$ cat src/rtl/mem_ctrl_pkg.sv
// Shared definitions for the memory access controller.
// State encoding and default parameter values.
package mem_ctrl_pkg;

  localparam int DefWidth   = 8;
  localparam int DefLength  = 8;
  localparam int DefTimeout = 4;

  typedef enum logic [1:0] {
    IDLE  = 2'd0,
    ISSUE = 2'd1,
    WAIT  = 2'd2,
    RESP  = 2'd3
  } ctrlState_t;

endpackage

$ cat src/rtl/access_timer.sv
// WAIT-cycle counter for the memory access controller.
// expired flags the last WAIT cycle allowed before giving up.
module access_timer
  import mem_ctrl_pkg::*;
#(
  parameter int timeout = DefTimeout
) (
  input  logic clk,
  input  logic clr,
  input  logic start,
  input  logic tick,
  output logic expired
);

  logic [3:0] count;

  assign expired = (count == 4'(timeout - 1));

  always_ff @(posedge clk or negedge clr) begin
    if (!clr) begin
      count <= '0;
    end else if (start) begin
      count <= '0;
    end else if (tick && !expired) begin
      count <= count + 4'd1;
    end
  end

endmodule

$ cat src/rtl/mem_access_ctrl.sv
// Single-outstanding load/store controller in front of the data RAM stage.
// Every output is a flop or a direct copy of the latched request.
module mem_access_ctrl
  import mem_ctrl_pkg::*;
#(
  parameter int width   = DefWidth,
  parameter int length  = DefLength,
  parameter int timeout = DefTimeout
) (
  input  logic              clk,
  input  logic              clr,
  input  logic              reqValid,
  output logic              reqReady,
  input  logic              reqWrite,
  input  logic              reqIndirect,
  input  logic [length-1:0] reqAddr,
  input  logic [width-1:0]  reqData,
  output logic              respValid,
  output logic [width-1:0]  respData,
  output logic              respError,
  output logic              ramReadEnable,
  output logic              ramWriteEnable,
  output logic              ramIndirect,
  output logic [length-1:0] ramReadAddr,
  output logic [length-1:0] ramWriteAddr,
  output logic [width-1:0]  ramWriteData,
  input  logic              ramDataReady,
  input  logic [width-1:0]  ramReadData,
  output logic [7:0]        errCount
);

  ctrlState_t        state;
  logic              rqWrite;
  logic              rqInd;
  logic [length-1:0] rqAddr;
  logic [width-1:0]  rqData;
  logic              timerStart;
  logic              timerTick;
  logic              expired;

  assign timerStart   = (state == ISSUE);
  assign timerTick    = (state == WAIT);
  assign ramReadAddr  = rqAddr;
  assign ramWriteAddr = rqAddr;
  assign ramWriteData = rqData;
  assign ramIndirect  = rqInd;

  access_timer #(
    .timeout(timeout)
  ) uTimer (
    .clk    (clk),
    .clr    (clr),
    .start  (timerStart),
    .tick   (timerTick),
    .expired(expired)
  );

  always_ff @(posedge clk or negedge clr) begin
    if (!clr) begin
      state          <= IDLE;
      reqReady       <= 1'b0;
      respValid      <= 1'b0;
      respData       <= '0;
      respError      <= 1'b0;
      errCount       <= '0;
      ramReadEnable  <= 1'b0;
      ramWriteEnable <= 1'b0;
      rqWrite        <= 1'b0;
      rqInd          <= 1'b0;
      rqAddr         <= '0;
      rqData         <= '0;
    end else begin
      reqReady       <= 1'b0;
      respValid      <= 1'b0;
      ramReadEnable  <= 1'b0;
      ramWriteEnable <= 1'b0;
      unique case (state)
        IDLE: begin
          if (reqValid && reqReady) begin
            rqWrite        <= reqWrite;
            rqInd          <= reqIndirect & ~reqWrite;
            rqAddr         <= reqAddr;
            rqData         <= reqData;
            ramWriteEnable <= reqWrite;
            ramReadEnable  <= ~reqWrite;
            state          <= ISSUE;
          end else begin
            reqReady <= 1'b1;
          end
        end
        ISSUE: begin
          if (rqWrite) begin
            state     <= RESP;
            respValid <= 1'b1;
            respData  <= '0;
            respError <= 1'b0;
          end else begin
            state <= WAIT;
          end
        end
        WAIT: begin
          // data arriving on the final allowed cycle still wins
          if (ramDataReady) begin
            state     <= RESP;
            respValid <= 1'b1;
            respData  <= ramReadData;
            respError <= 1'b0;
          end else if (expired) begin
            state     <= RESP;
            respValid <= 1'b1;
            respData  <= '0;
            respError <= 1'b1;
            if (errCount != 8'hFF) begin
              errCount <= errCount + 8'd1;
            end
          end
        end
        RESP: begin
          state    <= IDLE;
          reqReady <= 1'b1;
        end
      endcase
    end
  end

endmodule

$ cat config.mk
export PLATFORM = sky130hd
export DESIGN_NAME = mem_access_ctrl
export DESIGN_NICKNAME = d
export VERILOG_FILES = /design/src/rtl/mem_ctrl_pkg.sv /design/src/rtl/access_timer.sv /design/src/rtl/mem_access_ctrl.sv
export SDC_FILE = /design/constraint.sdc
export NUM_CORES = 1
export LEC_CHECK = 0
export BUFFER_PORTS_ARGS = -buffer_cell sky130_fd_sc_hd__buf_4
export CORE_UTILIZATION = 43
export DETAILED_ROUTE_END_ITERATION = 10
export HOLD_SLACK_MARGIN = 0.08
export PLACE_DENSITY = 0.75
export SYNTH_ARGS = -nofsm -noshare
export SYNTH_HDL_FRONTEND = slang
export SYNTH_SLANG_ARGS = --single-unit
$ cat constraint.sdc
create_clock -name clk -period 1.75 [get_ports clk]
set_input_delay 0.2625 -clock clk [delete_from_list [all_inputs] [get_ports clk]]
set_output_delay 0.2625 -clock clk [all_outputs]
set_load 0.02 [all_outputs]
==> impl_results.md <==
* Status: complete, but fails checks
* Failing checks: setup timing
* Post-Syn Nets at 192
* P per Cell Area at 1646 nW/µm²
* Clock share of power at 0.147
* Via Count at 1487
* Fin nets at 280
* Global-route wire length before repair at 6589 µm
* Post-synthesis register bit count at 45
* Area of the multi-input gates at 780.7 µm²
* Final ANT Viol Nets at 0
* Syn-to-layout area delta at 42.99%
* Sw Pwr at 0.001776 W
* Period utilisation layout at 1.006
* Hold path depth at 2
* Antenna cells at 0
* Sw Share at 0.3857
* Logic gate share of total power at 0.494
* FF-to-FF End: errCount[1]
* Worst hold path type: in -> reg
* Compound-Gate Fraction of Synth Area at 0.09149
* Port bufs at 75
* R2r setup slk at -10 ps
* Pwr Total at 0.004603 W
* Maximum vdd drop at 0.6973 mV
* Final slew viol count at 0
* Fmax at 567.9 MHz
* MaxCap Viol Count at 0
* Synth Area in Simple Gates at 0.09917
* R2R cell count at 4
* Setup Viol. Count Final at 1
* Initial antenna violation count at 0
* Die Wd at 69.44 µm
* Ys Warns at 0
* CP peak stage delay at 410 ps
* Mux share of post-synthesis cell area at 0.1209
* Relative slew slack at 0.6232
* Clock transition at path regs at 80 ps
* Cell count after synthesis at 156
* Pint at 0.002828 W
* CP max stage cell: or3b_4
* Routed WL at 4036 µm
* Core area at 4354 µm²
* Final setup margin at -10.97 ps
* Actual slew at the worst max-slew pin at 565.2 ps
* Crit path cell chain: ha_1, or3b_4, a211oi_4, mux2_2
* Crit end category: flop
* Worst-Skew Late Latency at 300 ps
* GRT overflow at 0
* Seq/Total Area, Yosys at 0.5758
* Yosys cell types at 28
* Placed cell area at 2616 µm²
* CTS tree: yes
* Initial Utilization at 0.4491
* Clock Skews at 4.440 ps
* Tot GR Track Use at 0.1740
* Post-Layout Cell Count at 297
* Die footprint at 4822 µm²
* Largest net degree at the start of global routing at 46
* Die H at 69.44 µm
* CP required at 1940 ps
* Post-Syn Area per Cell at 12.54 µm²
* CP bufs+invs at 0
* DR WL/cell at 13.59 µm
* Final core utilization at 0.6422
* DRC at 0
* Clock sinks at 45
* Final instance area at 2796 µm²
* FF+latch area at 1126 µm²
* Clock root cell: clkbuf_8
* Hold Path Sink: ramReadEnable
* CP Data Arrival Time at 1950 ps
* Startpoint Class: flop
* Worst hold start: reqWrite
* Pleak at 1.446 nW
* Main combinational cell family by area after synthesis: multiplexers
* Fillers at 351
* Critical path class: reg -> reg
* CP max FO at 5
* Vias in the first global route at 1420
* I/O pin total at 76
* Number of buffers created by CTS at 5
* Placed cells at 284
* Layout cells sized above 1 at 0.5347
* Family with the most delay on the worst path: simple AND/OR/NAND/NOR gates
* RSZ-0062 raised after global routing: true
* Mapped Area at 1956 µm²
* Power share of the sequential group at 0.360
* H-tree Lvls at 2
* Post-Synth Adder-Cell Area at 0.03839
* GPL Wtd Cong at 0.7195
* Vias per inst at 5.007
* Xor-xnor portion of the synthesized cell area at 0.02687
* Crit path time final at 1761 ps
* Hold Vio Cnt, Final at 0
* Clock buffer depth at 2
* 1st-iter DRT viols at 77
* RR Startpoint: uTimer.count[1]
* Core Rows at 24
* Drt pass-1 iters at 2
* Post-DP HPWL at 2880 µm
## state kept, by name, indices dropped and copies added (netlist names)
name / count
ramReadAddr: 8
ramWriteData: 8
uTimer.count: 4
state: 2
errCount: 8
ramReadEnable: 1
ramWriteEnable: 1
respValid: 1
rqWrite: 1
respError: 1
respData: 8
ramIndirect: 1
reqReady: 1
## metrics by stage
step                setup TNS [ps]  hold slack, ps  worst slack [ps]
finish                      -10.97           110.0            -10.97
detailed placement          -11.22           291.5            -5.441
CTS                              0           106.4             8.650
global placement                 0           291.4             15.20
floorplan                        0          -33.09             2.656
global route                -327.4           100.9            -90.63
## synth_stat cells
cell type / n / area (µm²)
o21ai_1: 1 / 5.000
buf_2: 2 / 10.01
nand4_1: 3 / 18.77
dfrtp_1: 45 / 1126
buf_1: 1 / 3.750
nand2_1: 11 / 41.29
nand3_1: 3 / 15.01
clkbuf_1: 1 / 3.750
xor2_1: 3 / 26.28
buf_4: 8 / 60.06
a211oi_4: 1 / 20.02
and3_1: 3 / 18.77
or3b_4: 1 / 11.26
xnor2_1: 3 / 26.28
mux2_2: 21 / 236.5
inv_1: 4 / 15.01
nand2b_1: 4 / 25.02
a21oi_1: 7 / 35.03
ha_1: 6 / 75.07
and4_1: 2 / 17.52
a21o_1: 1 / 7.510
a2111oi_0: 1 / 8.760
a22o_1: 8 / 70.07
a21boi_0: 1 / 7.510
nor2_1: 8 / 30.03
nor3b_1: 1 / 7.510
nand4b_1: 1 / 8.760
o21ai_0: 5 / 25.02
## cell usage in the layout (no fill, tap or decap), types with 2 or more instances in the layout
cell type  Yosys  layout
clkbuf_8       0       6
and3_1         3       2
nand3_1        3       3
nand2b_1       4       3
buf_4          8      91
dfrtp_1       45      45
ha_1           6       6
nor2_2         0       2
a22o_1         8       8
inv_1          4       4
mux2_2        21      21
nand4_1        3       3
o21ai_0        5       4
and4_1         2       2
xor2_1         3       3
a21oi_1        7       7
xnor2_1        3       3
nand2_1       11      11
nor2_1         8       6
## cells by family (layout without fill, tap and decap cells)
kind of cell	count (synthesis)	after routing
compound gates	25	25
xor+xnor	6	6
fa+ha+maj	6	6
buf+inv	16	105
flops	45	45
mux	21	21
simple gates	37	37
## how the worst max path moves through the flow
stage	startpoint	to	cells past startpoint
floorplan	uTimer.count[0]	errCount[4]	5
global placement	uTimer.count[0]	errCount[1]	4
detailed placement	uTimer.count[0]	errCount[4]	5
CTS	uTimer.count[1]	errCount[4]	5
global route	uTimer.count[0]	errCount[3]	5
finish	uTimer.count[1]	errCount[1]	4
## metal layers
metal	share of wire	GRT usage
met4	0.013	0.05442
met1	0.43	0.2093
met3	0.069	0.05959
met2	0.49	0.2934
met5	0	0
## power by group through the flow
stage	logic [W]	registers (W)	clock network, W
after detailed placement	0.00219	0.00168	0
final	0.00227	0.00166	0.000675
after global placement	0.00214	0.00166	0
after CTS	0.00222	0.00166	0.000699
after global routing	0.00243	0.00171	0.000730
after floorplan	0.000909	0.00207	0
## timing repair
item,4_1_cts,5_1_grt
resized for setup,4,8
hold buffers,1,0
setup endpoints to repair,12,15
pin swaps,1,3
gates cloned,0,0
buffers inserted,0,4
endpoints found under the hold margin,45,0
## layout make-up
class,count,area share
clock buffer,6,0.02953
timing repair buffer,93,0.2550
inverter,4,0.005369
multi-input combinational,95,0.2792
tap,52,0.02327
sequential,45,0.4027
clock inverter,2,0.004922
(Power assumes the default switching activity.)
